===== src/rtl/stream_unpacker.sv =====
// Unpacks a 32-bit AXI-Stream of packed 24-bit RGB (4 pixels per 3 words) into one
// pixel per handshake with x/y, SOF/EOL flags, framing checks and resync on errors.
//   state | meaning
//   SYNC  | dropping words until one carries tuser (frame word 0)
//   RUN   | accepting words; each word loads the output register
//   DRAIN | second pixel of a phase-2 word (or a parked SOF pixel) waits for the slot
module stream_unpacker #(
  parameter int X_SIZE = 1280,
  parameter int Y_SIZE = 720
) (
  input  logic                      aclk,
  input  logic                      aresetn,
  input  logic [31:0]               in_stream_tdata,
  input  logic [3:0]                in_stream_tkeep,
  input  logic                      in_stream_tlast,
  input  logic                      in_stream_tuser,
  input  logic                      in_stream_tvalid,
  output logic                      in_stream_tready,
  output logic [7:0]                r,
  output logic [7:0]                g,
  output logic [7:0]                b,
  output logic [$clog2(X_SIZE)-1:0] x,
  output logic [$clog2(Y_SIZE)-1:0] y,
  output logic                      sof,
  output logic                      eol,
  output logic                      pix_valid,
  input  logic                      pix_ready,
  output logic                      frame_done,
  output logic                      err_eol_early,
  output logic                      err_eol_late,
  output logic                      err_sof,
  input  logic                      err_clear,
  output logic [15:0]               frame_count
);

  localparam int WPL = X_SIZE * 3 / 4;
  localparam int XW  = $clog2(X_SIZE);
  localparam int YW  = $clog2(Y_SIZE);
  localparam int WW  = $clog2(WPL);
  localparam logic [XW-1:0] X_LAST = XW'(X_SIZE - 1);
  localparam logic [YW-1:0] Y_LAST = YW'(Y_SIZE - 1);
  localparam logic [WW-1:0] W_LAST = WW'(WPL - 1);

  typedef enum logic [1:0] {
    SYNC  = 2'd0,
    RUN   = 2'd1,
    DRAIN = 2'd2
  } state_t;

  state_t        state;
  logic [WW-1:0] wcnt;
  logic [YW-1:0] line;
  logic [1:0]    phase;
  logic [15:0]   held;
  logic [XW-1:0] px;
  logic [YW-1:0] py;
  logic [23:0]   pend;
  logic [XW-1:0] pend_x;
  logic [YW-1:0] pend_y;
  logic          to_sync;

  logic          out_free;
  logic          acc;
  logic          take;
  logic          restart;
  logic          in_run;
  logic [WW-1:0] e_wcnt;
  logic [YW-1:0] e_line;
  logic [1:0]    e_phase;
  logic [XW-1:0] e_x;
  logic [YW-1:0] e_y;
  logic          last_word;
  logic          set_early;
  logic          set_late;
  logic          set_sof;
  logic          stop;
  logic [23:0]   pix_a;
  logic [23:0]   pix_b;
  logic [15:0]   n_held;
  logic [XW-1:0] bx;
  logic [YW-1:0] by;
  logic [XW-1:0] nx;
  logic [YW-1:0] ny;
  logic [WW-1:0] n_wcnt;
  logic [YW-1:0] n_line;
  logic [1:0]    n_phase;
  logic          ld;
  logic [23:0]   ld_pix;
  logic [XW-1:0] ld_x;
  logic [YW-1:0] ld_y;
  logic          last_acc;

  logic unused_keep;
  assign unused_keep = ^in_stream_tkeep;

  function automatic logic [XW+YW-1:0] step(input logic [XW-1:0] cx, input logic [YW-1:0] cy);
    logic [XW-1:0] sx;
    logic [YW-1:0] sy;
    if (cx == X_LAST) begin
      sx = '0;
      sy = (cy == Y_LAST) ? '0 : cy + YW'(1);
    end else begin
      sx = cx + XW'(1);
      sy = cy;
    end
    return {sx, sy};
  endfunction

  assign out_free         = !pix_valid || pix_ready;
  assign in_stream_tready = aresetn && ((state == SYNC) || (state == RUN && out_free));

  always_comb begin
    acc       = in_stream_tvalid && in_stream_tready;
    take      = acc && (state == RUN || in_stream_tuser);
    // a tuser word always becomes word 0 of a fresh frame, in SYNC or mid-frame
    restart   = (state == SYNC) || in_stream_tuser;
    in_run    = take && (state == RUN);
    e_wcnt    = restart ? '0 : wcnt;
    e_line    = restart ? '0 : line;
    e_phase   = restart ? 2'd0 : phase;
    e_x       = restart ? '0 : px;
    e_y       = restart ? '0 : py;
    last_word = (e_wcnt == W_LAST);
    set_sof   = in_run && in_stream_tuser && (wcnt != '0 || line != '0);
    set_early = in_run && in_stream_tlast && !last_word;
    set_late  = in_run && last_word && !in_stream_tlast;
    stop      = set_early || set_late || (last_word && e_line == Y_LAST);

    case (e_phase)
      2'd0:    pix_a = in_stream_tdata[23:0];
      2'd1:    pix_a = {in_stream_tdata[15:0], held[7:0]};
      default: pix_a = {in_stream_tdata[7:0], held};
    endcase
    pix_b  = in_stream_tdata[31:8];
    n_held = (e_phase == 2'd0) ? {8'h00, in_stream_tdata[31:24]} : in_stream_tdata[31:16];

    {bx, by} = step(e_x, e_y);
    {nx, ny} = (e_phase == 2'd2) ? step(bx, by) : {bx, by};

    n_wcnt  = last_word ? '0 : e_wcnt + WW'(1);
    n_line  = last_word ? ((e_line == Y_LAST) ? '0 : e_line + YW'(1)) : e_line;
    n_phase = (e_phase == 2'd2) ? 2'd0 : e_phase + 2'd1;

    ld     = out_free && (take || state == DRAIN);
    ld_pix = (state == DRAIN) ? pend : pix_a;
    ld_x   = (state == DRAIN) ? pend_x : e_x;
    ld_y   = (state == DRAIN) ? pend_y : e_y;

    last_acc = pix_valid && pix_ready && (x == X_LAST) && (y == Y_LAST);
  end

  always_ff @(posedge aclk) begin
    if (!aresetn) begin
      state         <= SYNC;
      wcnt          <= '0;
      line          <= '0;
      phase         <= 2'd0;
      held          <= '0;
      px            <= '0;
      py            <= '0;
      pend          <= '0;
      pend_x        <= '0;
      pend_y        <= '0;
      to_sync       <= 1'b0;
      pix_valid     <= 1'b0;
      r             <= '0;
      g             <= '0;
      b             <= '0;
      x             <= '0;
      y             <= '0;
      sof           <= 1'b0;
      eol           <= 1'b0;
      frame_done    <= 1'b0;
      frame_count   <= '0;
      err_eol_early <= 1'b0;
      err_eol_late  <= 1'b0;
      err_sof       <= 1'b0;
    end else begin
      frame_done <= last_acc;
      if (last_acc) frame_count <= frame_count + 16'd1;

      err_eol_early <= set_early || (err_eol_early && !err_clear);
      err_eol_late  <= set_late  || (err_eol_late  && !err_clear);
      err_sof       <= set_sof   || (err_sof       && !err_clear);

      if (ld) begin
        pix_valid <= 1'b1;
        {b, g, r} <= ld_pix;
        x         <= ld_x;
        y         <= ld_y;
        sof       <= (ld_x == '0) && (ld_y == '0);
        eol       <= (ld_x == X_LAST);
      end else if (pix_ready) begin
        pix_valid <= 1'b0;
      end

      if (take) begin
        wcnt  <= n_wcnt;
        line  <= n_line;
        phase <= n_phase;
        held  <= n_held;
        px    <= nx;
        py    <= ny;
      end

      case (state)
        SYNC: begin
          // the SOF word may arrive while the last pixel of the old frame is still stalled
          if (take) begin
            if (out_free) begin
              state <= RUN;
            end else begin
              pend    <= pix_a;
              pend_x  <= e_x;
              pend_y  <= e_y;
              to_sync <= 1'b0;
              state   <= DRAIN;
            end
          end
        end
        RUN: begin
          if (take) begin
            if (e_phase == 2'd2) begin
              pend    <= pix_b;
              pend_x  <= bx;
              pend_y  <= by;
              to_sync <= stop;
              state   <= DRAIN;
            end else if (stop) begin
              state <= SYNC;
            end
          end
        end
        DRAIN: begin
          if (out_free) state <= to_sync ? SYNC : RUN;
        end
        default: state <= SYNC;
      endcase
    end
  end

endmodule


===== config.mk =====
export PLATFORM = sky130hd
export DESIGN_NAME = stream_unpacker
export DESIGN_NICKNAME = d
export VERILOG_FILES = /design/src/rtl/stream_unpacker.sv
export SDC_FILE = /design/constraint.sdc
export NUM_CORES = 1
export LEC_CHECK = 0
export CAP_MARGIN = 20
export CORE_MARGIN = 3
export CORE_UTILIZATION = 57
export CTS_CLUSTER_DIAMETER = 150
export DETAILED_ROUTE_END_ITERATION = 16
export PLACE_DENSITY = 0.92
export SLEW_MARGIN = 20
export SYNTH_ARGS = -nofsm -noshare
export SYNTH_HDL_FRONTEND = slang
export SYNTH_SLANG_ARGS = --single-unit
export TNS_END_PERCENT = 1

===== constraint.sdc =====
create_clock -name aclk -period 4.9 [get_ports aclk]
set_input_delay 0.98 -clock aclk [delete_from_list [all_inputs] [get_ports aclk]]
set_output_delay 0.98 -clock aclk [all_outputs]
set_load 0.05 [all_outputs]

==> results.sh, run 1 <==
export IMPL_status="finished, final reports clean"
export IMPL_first_global_vias=8628
export IMPL_clkTransAtPathRegs_ns=0.06
export IMPL_maxCapViolations=0
export IMPL_clock_fmax_mhz=268.9
export IMPL_end_kind="flip-flop"
export IMPL_synth_edf_count=0
export IMPL_clock_sinks=175
export IMPL_rr_startpoint="px[4]$_SDFFE_PN0P_"
export IMPL_syn_area_um2=9387
export IMPL_grt_max_degree=113
export IMPL_routedWlPerCell_um=17.89
export IMPL_synthArstFlopShare_pct=0
export IMPL_cp_required_ns=5.25
export IMPL_dieWidth_um=134.3
export IMPL_dp_hpwl_um=17700
export IMPL_grt_ovfl_total=0
export IMPL_min_from="pend[1]$_SDFFE_PN0P_"
export IMPL_area_delta_synth_final_pct=17.34
export IMPL_startpoint="in_stream_tuser"
export IMPL_start_util_pct=58.66
export IMPL_fp_row_count=46
export IMPL_report_final_slew_viol_count=0
export IMPL_p_leak_uw=0.003639
export IMPL_routed_wl_um=26660
export IMPL_synth_nets=1274
export IMPL_cts_made_buffers=17
export IMPL_layout_drive_gt1_share_pct=6.044
export IMPL_clockBufferDepth=2
export IMPL_clk_latency_ns=0.43
export IMPL_nNetsFinal=1311
export IMPL_fp_dieH_um=134.3
export IMPL_drt_iter0_markers=1211
export IMPL_finalHoldWorstSlack_ns=0.4508
export IMPL_via_per_inst=6.467
export IMPL_min_path_type="reg -> reg"
export IMPL_hold_buffers=0
export IMPL_arrival_ns=4.06
export IMPL_synth_cells=1226
export IMPL_final_cells=1490
export IMPL_crit_path_max_fanout=56
export IMPL_setup_tns_final_ns=0
export IMPL_synth_area_per_cell_um2=7.656
export IMPL_numPortBuffers=107
export IMPL_drc=0
export IMPL_startpoint_type="primary input"
export IMPL_ant_nets=0
export IMPL_core_area_um2=16000
export IMPL_ctsResizeCount=0
export IMPL_relSlewSlack_pct=25.07
export IMPL_synth_cell_types=72
export IMPL_post_route_period_util_pct=75.88
export IMPL_antenna_found_initial=0
export IMPL_die_area_um2=18040
export IMPL_grt_pass1_wl_um=42710
export IMPL_routabilityCongestion=0.9221
export IMPL_cts_tree="built"
export IMPL_path_class="in -> reg"
export IMPL_fin_crit_ns=3.718
export IMPL_power_density_nw_per_um2=276.7
export IMPL_synth_seq_cells=175
export IMPL_clock_skew_ns=0.005365
export IMPL_ys_seq_area_share_pct=37.32
export IMPL_synthFlopType="dfxtp_1"
export IMPL_drt_pass1_iter_count=7
export IMPL_cts_root_buf="clkbuf_16"
export IMPL_dr_total_vias=9636
export IMPL_peakVddDrop_uv=295.7
export IMPL_num_antenna_cells=0
export IMPL_ios=112
export IMPL_cts_setup_buffers=0
export IMPL_tightest_slew_ns=1.122
export IMPL_hold_violations=0
export IMPL_setup_viol=0
export IMPL_yosysWarnings=0
export IMPL_placed_cells=1458
export IMPL_htreeDepth=4
export IMPL_utilization_pct=68.84
export IMPL_rsz0062_at_grt="no"
export IMPL_grt_total_usage_pct=28.32
-- worst max-delay path: stages --
cell             delay, ns
clkdlybuf4s50_1       0.52
o21ba_2               0.41
buf_12                0.28
nand2_1               0.09
inv_1                 0.08
ha_1                  0.18
nand3_1               0.14
nor4_1                0.54
nand4_1               0.27
nor4_2                0.25
xnor2_1               0.10
o31ai_1               0.18
-- worst paths after layout --
kind,depth (start not counted),endpoint,slack [ns]
max reg2reg,10,py[6]$_SDFFE_PN0P_,1.54
max,12,px[10]$_SDFFE_PN0P_,1.18
min,2,pend[1]$_SDFFE_PN0P_,0.45
min reg2reg,2,pend[1]$_SDFFE_PN0P_,0.45
-- cells by family (layout without fill, tap and decap cells) --
group | count (synthesis) | after routing | share of synthesized area, %
flops | 175 | 175 | 37.32
mux | 20 | 20 | 2.146
compound gates | 351 | 351 | 23.95
buf+inv | 114 | 162 | 5.132
fa+ha+maj | 5 | 5 | 0.6665
xor+xnor | 38 | 38 | 3.546
simple gates | 523 | 523 | 27.23
-- power by group --
| part | switching (uW) | internal, uW |
|---|---|---|
| combinational | 222 | 121 |
| sequential | 33.8 | 1450 |
| clock | 565 | 653 |
| total | 821 | 2230 |
-- layout make-up --
type                       instances  area, um2
clock buffer                      20      446.7
clock inverter                    10      66.31
fill                            1242       4986
inverter                           6      25.02
multi-input combinational        937       5448
sequential                       175       3505
tap                              216      270.3
timing repair buffer             126       1254
-- metal layers --
layer,routed length (um),track usage [%]
met1,11040,38.02
met2,12630,46.01
met3,2444,5.251
met4,548,9.729
met5,0,0
-- sequential cells by signal (all words and copies together), names as in the netlist, 8 cells and up --
register / flops
held: 16
frame_count: 16
pend_x: 11
pend: 24
y: 10
px: 11
pend_y: 10
py: 10
wcnt: 10
x: 11
line: 10
b: 8
g: 8
r: 8
-- cell usage after synthesis (all sizes together), types with 3 or more instances --
cell type  count  area, um2
a21oi        137      685.7
nand4b         6      52.55
dfxtp        175       3503
mux2i         19      190.2
nand4         22      152.7
a221oi        16      140.1
o31ai          3      22.52
a32o           4      40.04
xnor2         16      140.1
buf           28      158.9
a32oi         11      96.34
a31oi          7      43.79
a22oi         14      105.1
nor3b          3      22.52
nor2b          6      37.54
nand3         70      350.3
ha             5      62.56
or3            8      55.05
o21a           4      30.03
nor3          18      90.09
or4            8      63.81
and4          11      98.84
nor2         173      649.4
and2           8      50.05
xor2          22      192.7
a211oi        59      447.9
nand2b        21      131.4
nand2        130      488.0
inv            6      22.52
o211ai        28      215.2
and3          10      62.56
clkbuf        80      300.3
nor4          19      155.2
o21ai         48      244.0
-- placed cells by master (no fill, tap or decap), types with 6 or more instances in the layout --
cell type        count
dfxtp_1            174
nor2_1             172
a21oi_1            136
nand2_1            129
clkdlybuf4s50_1    106
nand3_1             70
a211oi_1            58
o21ai_0             39
o211ai_1            27
xor2_1              22
nand4_1             21
nand2b_1            19
mux2i_1             19
nor3_1              18
clkbuf_16           17
xnor2_1             16
nor4_1              16
a221oi_1            16
buf_4               16
a22oi_1             14
a32oi_1             11
and4_1              10
and3_1              10
and2_1               8
or4_1                7
or3_1                7
a31oi_1              7
o21ai_1              7
nand4b_1             6
-- per-stage QoR --
stage	area (um2)	total power [uW]	setup WS, ns
after detailed placement	10470	1849	0.8573
final	11010	3047	1.182
after floorplan	9387	1720	0.8616
after global routing	11010	3126	0.9448
after CTS	10980	3041	1.264
after global placement	10470	1841	0.8597
Note: power is estimated with default switching activity, not from simulation.
==> run 2: changes to the inputs <==
--- a/config.mk
+++ b/config.mk
@@ -7,10 +7,10 @@
 export LEC_CHECK = 0
 export CAP_MARGIN = 20
 export CORE_MARGIN = 3
-export CORE_UTILIZATION = 57
+export CORE_UTILIZATION = 51
 export CTS_CLUSTER_DIAMETER = 150
 export DETAILED_ROUTE_END_ITERATION = 16
-export PLACE_DENSITY = 0.92
+export PLACE_DENSITY = 0.88
 export SLEW_MARGIN = 20
 export SYNTH_ARGS = -nofsm -noshare
 export SYNTH_HDL_FRONTEND = slang
==> constraint.sdc (replaced) <==
create_clock -name aclk -period 3 [get_ports aclk]
set_input_delay 0.6 -clock aclk [delete_from_list [all_inputs] [get_ports aclk]]
set_output_delay 0.6 -clock aclk [all_outputs]
set_load 0.05 [all_outputs]
==> run 2 against run 1 <==
Net effect:
- non-clock buffer count grew 86
- final area grew 8.1%
- wire length grew 7.5%
- sequential cell count is the same
- setup slack lost 1.0 ns
- global-route usage shrank 0.57 points
- total power grew 78%
- clock-buffer cell count grew 1
- clock power grew 98%
- critical path depth shrank 2
- via count grew 4.9%
- clock skew grew 0.0025 ns
- critical path type is now reg -> reg
- highest routed layer unchanged
==> results.sh, run 2 (same netlist as run 1, synthesis figures left out) <==
export IMPL_num_antenna_cells=0
export IMPL_routabilityCongestion=0.9395
export IMPL_p_sw_share_pct=25.62
export IMPL_hold_violations=0
export IMPL_numPortBuffers=107
export IMPL_drt_iter0_markers=1420
export IMPL_final_cells=1587
export IMPL_layout_drive_gt1_share_pct=12.56
export IMPL_clock_skew_ns=0.007883
export IMPL_first_global_vias=9177
export IMPL_setup_viol=0
export IMPL_routedWlPerCell_um=18.05
export IMPL_dieWidth_um=141.7
export IMPL_setup_tns_final_ns=0
export IMPL_start_util_pct=53.16
export IMPL_startpoint_type="flip-flop"
export IMPL_maxCapViolations=0
export IMPL_crit_end="py[5]$_SDFFE_PN0P_"
export IMPL_clock_fmax_mhz=351.2
export IMPL_p_int_uw=4038
export IMPL_post_route_period_util_pct=94.91
export IMPL_reg_top3="pend: 24 flops, frame_count: 16 flops, held: 16 flops"
export IMPL_cts_root_buf="clkbuf_16"
export IMPL_rrSetupSlack_ns=0.15
export IMPL_die_area_um2=20070
export IMPL_regMostFlops="pend"
export IMPL_rr_startpoint="px[10]$_SDFFE_PN0P_"
export IMPL_placed_cells=1555
export IMPL_largest_reg_flops=24
export IMPL_clk_latency_ns=0.44
export IMPL_p_sw_uw=1391
export IMPL_grt_ovfl_total=0
export IMPL_reg2reg_depth=10
export IMPL_layout_common_cells="dfxtp_1, nor2_1, a21oi_1"
export IMPL_power_density_nw_per_um2=456.1
export IMPL_grt_total_usage_pct=27.75
export IMPL_top_usage_layer="met2"
export IMPL_p_leak_uw=0.004159
export IMPL_clock_sinks=175
export IMPL_dp_hpwl_um=19500
export IMPL_fin_ws_ns=0.1528
export IMPL_grt_max_degree=162
export IMPL_end_kind="flip-flop"
export IMPL_startpoint="px[10]$_SDFFE_PN0P_"
export IMPL_tightest_slew_ns=0.7470
export IMPL_pwr_share_comb_pct=11.2
export IMPL_dr_total_vias=10108
export IMPL_post_place_ws_ns=-0.2028
export IMPL_area_delta_synth_final_pct=26.82
export IMPL_min_path_type="reg -> reg"
export IMPL_seq_power_share_pct=44.4
export IMPL_timing_rr_end="py[5]$_SDFFE_PN0P_"
export IMPL_cp_required_ns=3.32
export IMPL_cts_tree="built"
export IMPL_cts_setup_buffers=0
export IMPL_arrival_ns=3.17
export IMPL_met1_usage_pct=36.24
export IMPL_min_path_cells=2
export IMPL_fp_row_count=48
export IMPL_fin_crit_ns=2.847
export IMPL_ios=112
export IMPL_drc=0
export IMPL_drt_pass1_iter_count=7
export IMPL_routed_wl_um=28650
export IMPL_path_class="reg -> reg"
export IMPL_finalHoldWorstSlack_ns=0.4525
export IMPL_grt_use_met2_pct=45.18
export IMPL_ant_nets=0
export IMPL_htreeDepth=4
export IMPL_fp_dieH_um=141.7
export IMPL_core_area_um2=17660
export IMPL_antenna_found_initial=0
export IMPL_clkTransAtPathRegs_ns=0.07
export IMPL_clockBufferDepth=2
export IMPL_grt_pass1_wl_um=46030
export IMPL_nNetsFinal=1397
export IMPL_grt_use_met3_pct=6.168
export IMPL_status="finished, final reports clean"
export IMPL_utilization_pct=67.42
export IMPL_peakVddDrop_uv=426.4
export IMPL_relSlewSlack_pct=50.20
export IMPL_via_per_inst=6.369
export IMPL_cts_made_buffers=17
export IMPL_crit_path_max_fanout=6
export IMPL_report_final_slew_viol_count=0
export IMPL_layout_commonest_cell="dfxtp_1"
export IMPL_p_clk_share_pct=44.4
export IMPL_rsz0062_at_grt="no"
-- run 2: cell count changes in the layout (fill, tap and decap cells not counted), moves of 2 or more --
cell        before  now
inv_6            1    3
bufinv_16        0    4
buf_4           16   97
clkinv_2         5    2
clkinvlp_4       2    0
buf_12           2    9
-- run 2: layout make-up --
class	instances	area [um2]
Clock buffer	21	460.4
Clock inverter	11	176.4
Fill cell	1382	5753
Inverter	6	25.02
Multi-Input combinational cell	937	5488
Sequential cell	175	3503
Tap cell	225	281.5
Timing Repair Buffer	212	1969
-- run 2: power by group through the flow --
stage | Clock, uW | Sequential (uW) | Combinational [uW]
after global routing | 2520 | 2410 | 648
after CTS | 2420 | 2410 | 602
after detailed placement | 0 | 2460 | 595
after global placement | 0 | 2460 | 584
final | 2410 | 2410 | 610
after floorplan | 0 | 2550 | 261
-- run 2: metal layers --
metal	up-vias	part of all wire [%]
met1	4727	40
met4	0	2.8
li1	4709	-
met5	-	0
met3	94	10
met2	578	47
-- run 2: repair_timing --
action	in CTS	in global routing
resized for setup	0	1
hold buffers	0	0
setup endpoints to repair	0	5
-- run 2: stage by stage --
step | instance area (um2) | power (uW)
final | 11900 | 5429
after global routing | 11900 | 5574
after CTS | 11900 | 5428
after detailed placement | 11270 | 3053
after global placement | 11270 | 3041
after floorplan | 9464 | 2814
-- run 2: worst max-delay path, cell delays in order (launching register included) --
cell and delay [ns]:
dfxtp_1 0.42, and2b_1 0.29, and4_2 0.37, nand2_1 0.09, xor2_1 0.16, nor2_1 0.15
ha_1 0.18, or3b_4 0.42, or3_4 0.38, o21ai_2 0.17, o21ai_1 0.09
-- run 2: how the worst min path moves through the flow --
stage	start	slack [ns]	endpoint
finish	held[15]$_SDFFE_PN0P_	0.45	held[15]$_SDFFE_PN0P_
global route	held[15]$_SDFFE_PN0P_	0.47	held[15]$_SDFFE_PN0P_
CTS	pend_x[7]$_SDFFE_PN0P_	0.45	pend_x[7]$_SDFFE_PN0P_
detailed placement	pend_x[3]$_SDFFE_PN0P_	0.45	pend_x[3]$_SDFFE_PN0P_
global placement	held[9]$_SDFFE_PN0P_	0.44	held[9]$_SDFFE_PN0P_
floorplan	pend_x[0]$_SDFFE_PN0P_	0.43	pend_x[0]$_SDFFE_PN0P_
==> run 3: changes to the inputs <==
--- a/config.mk
+++ b/config.mk
@@ -7,10 +7,10 @@
 export LEC_CHECK = 0
 export CAP_MARGIN = 20
 export CORE_MARGIN = 3
-export CORE_UTILIZATION = 51
+export CORE_UTILIZATION = 57
 export CTS_CLUSTER_DIAMETER = 150
 export DETAILED_ROUTE_END_ITERATION = 16
-export PLACE_DENSITY = 0.88
+export PLACE_DENSITY = 0.92
 export SLEW_MARGIN = 20
 export SYNTH_ARGS = -nofsm -noshare
 export SYNTH_HDL_FRONTEND = slang
==> constraint.sdc (replaced) <==
create_clock -name aclk -period 2.95 [get_ports aclk]
set_input_delay 0.59 -clock aclk [delete_from_list [all_inputs] [get_ports aclk]]
set_output_delay 0.59 -clock aclk [all_outputs]
set_load 0.05 [all_outputs]
==> run 3 against run 2 <==
Net effect:
- wire length increased by 6.9%
- fmax increased by 0.81%
- clock-buffer cell count decreased by 2
- global-route usage increased by 5.5 points
- critical path type unchanged
- via count increased by 3.0%
- largest power group unchanged
- total power decreased by 1.1%
- register-to-register slack got worse by 0.03 ns
- highest routed layer unchanged
- clock power decreased by 5%
- die area decreased by 10%
==> results.sh, run 3 (same netlist as run 1, synthesis figures left out) <==
export IMPL_status="finished, final reports clean"
export IMPL_peakVddDrop_uv=495.9
export IMPL_layout_common_cells="dfxtp_1, nor2_1, a21oi_1"
export IMPL_first_global_vias=9983
export IMPL_start_util_pct=58.66
export IMPL_htreeDepth=4
export IMPL_antenna_found_initial=0
export IMPL_drt_pass1_iter_count=6
export IMPL_clock_sinks=175
export IMPL_numPortBuffers=107
export IMPL_path_class="reg -> reg"
export IMPL_startpoint_type="flip-flop"
export IMPL_fp_row_count=46
export IMPL_drt_iter0_markers=1564
export IMPL_grt_ovfl_total=0
export IMPL_met1_usage_pct=42.28
export IMPL_hold_violations=0
export IMPL_largest_reg_flops=24
export IMPL_maxCapViolations=0
export IMPL_drc=0
export IMPL_nNetsFinal=1402
export IMPL_grt_max_degree=162
export IMPL_post_route_period_util_pct=95.74
export IMPL_finalHoldWorstSlack_ns=0.4525
export IMPL_tightest_slew_ns=0.8511
export IMPL_top_usage_layer="met2"
export IMPL_fp_dieH_um=134.3
export IMPL_layout_drive_gt1_share_pct=12.95
export IMPL_dieWidth_um=134.3
export IMPL_arrival_ns=3.14
export IMPL_clk_latency_ns=0.44
export IMPL_cts_root_buf="clkbuf_16"
export IMPL_area_delta_synth_final_pct=26.46
export IMPL_cp_required_ns=3.27
export IMPL_critPathSlowestCell="or3b_4"
export IMPL_end_kind="flip-flop"
export IMPL_regMostFlops="pend"
export IMPL_core_area_um2=16000
export IMPL_cts_tree="built"
export IMPL_clockBufferDepth=2
export IMPL_max_stage_delay_ns=0.42
export IMPL_rsz0062_at_grt="no"
export IMPL_via_per_inst=6.579
export IMPL_crit_family="simple AND/OR/NAND/NOR gates"
export IMPL_rrSetupSlack_ns=0.13
export IMPL_ios=112
export IMPL_p_leak_uw=0.004151
export IMPL_reg_top3="pend: 24 flops, frame_count: 16 flops, held: 16 flops"
export IMPL_path_cells="and2b_1, and4_2, nand2_1, xor2_1, nor2_1, ha_1, or3b_4, or3_4, mux2i_1, a31oi_1"
export IMPL_placed_area_um2=11280
export IMPL_relSlewSlack_pct=43.26
export IMPL_num_antenna_cells=0
export IMPL_clkTransAtPathRegs_ns=0.06
export IMPL_layout_commonest_cell="dfxtp_1"
export IMPL_power_density_nw_per_um2=452.6
export IMPL_grt_pass1_wl_um=49790
export IMPL_fin_crit_ns=2.824
export IMPL_design_area_um2=11870
export IMPL_grt_use_met2_pct=54.83
export IMPL_routabilityCongestion=0.9798
export IMPL_ant_nets=0
export IMPL_cts_setup_buffers=0
export IMPL_cts_made_buffers=17
export IMPL_cp_buffers_inverters=0
export IMPL_report_final_slew_viol_count=0
export IMPL_clock_skew_ns=0.008987
export IMPL_grt_use_met3_pct=5.964
export IMPL_routed_wl_um=30620
export IMPL_die_area_um2=18040
export IMPL_min_path_type="reg -> reg"
export IMPL_clock_fmax_mhz=354.1
export IMPL_power_uw=5372
export IMPL_grt_total_usage_pct=33.26
export IMPL_setup_viol=0
export IMPL_dr_total_vias=10415
export IMPL_crit_path_max_fanout=6
export IMPL_dp_hpwl_um=19930
export IMPL_routedWlPerCell_um=19.34
## run 3: cell count changes in the layout (fill, tap and decap cells not counted), sizes merged
cell      previous run  this run
buf                106       111
bufinv               4         2
inv                 10        11
clkinv               3         4
clkinvlp             0         2
clkbuf              21        19
## run 3: layout make-up
type	instances	area, um2
multi-input combinational	937	5488
timing repair buffer	217	1994
fill	1056	4130
tap	216	270.3
clock inverter	13	155.1
clock buffer	19	432.9
sequential	175	3505
inverter	6	25.02
## run 3: path summary, 6_finish.rpt
check | endpoint | start | depth (start not counted)
hold / removal | pend_x[5]$_SDFFE_PN0P_ | pend_x[5]$_SDFFE_PN0P_ | 2
setup / recovery | py[6]$_SDFFE_PN0P_ | px[9]$_SDFFE_PN0P_ | 10
setup reg to reg | py[6]$_SDFFE_PN0P_ | px[9]$_SDFFE_PN0P_ | 10
hold reg to reg | pend_x[5]$_SDFFE_PN0P_ | pend_x[5]$_SDFFE_PN0P_ | 2
## run 3: repair_timing
item	4_1_cts	5_1_grt
gates resized for setup	0	2
hold buffers	0	0
setup endpoints to repair	0	7
## run 3: worst reg2reg max path, stage by stage, from the launching register on
cell	delay (ns)
dfxtp_1	0.31
and2b_1	0.34
and4_2	0.38
nand2_1	0.09
xor2_1	0.16
nor2_1	0.15
ha_1	0.19
or3b_4	0.42
or3_4	0.38
mux2i_1	0.18
a31oi_1	0.10
## run 3: stage by stage
| step | setup WS, ns | TNS, ns | std cells | utilization (%) |
|---|---|---|---|---|
| 6_report | 0.1257 | 0 | 1583 | 74.19 |
| 5_1_grt | 0.04019 | 0 | 1583 | 74.19 |
| 4_1_cts | 0.1074 | 0 | 1583 | 74.17 |
| 3_5_place_dp | -0.2093 | -2.873 | 1551 | 70.50 |
| 3_3_place_gp | -0.1432 | -1.009 | 1551 | 70.50 |
| 2_1_floorplan | -0.1173 | -1.486 | 1226 | - |
## run 3: power by group
| part | leakage (uW) | switching, uW | total, uW | internal [uW] |
|---|---|---|---|---|
| Clock | 0.000282 | 1020 | 2290 | 1270 |
| Sequential | 0.00142 | 38.2 | 2450 | 2410 |
| Combinational | 0.00245 | 410 | 636 | 226 |
## run 3: routing by layer
metal  routed length, um  vias up
li1                    -     4717
met1               11720     4824
met2               14540      729
met3                3136      145
met4                1224        0
met5                   0        -
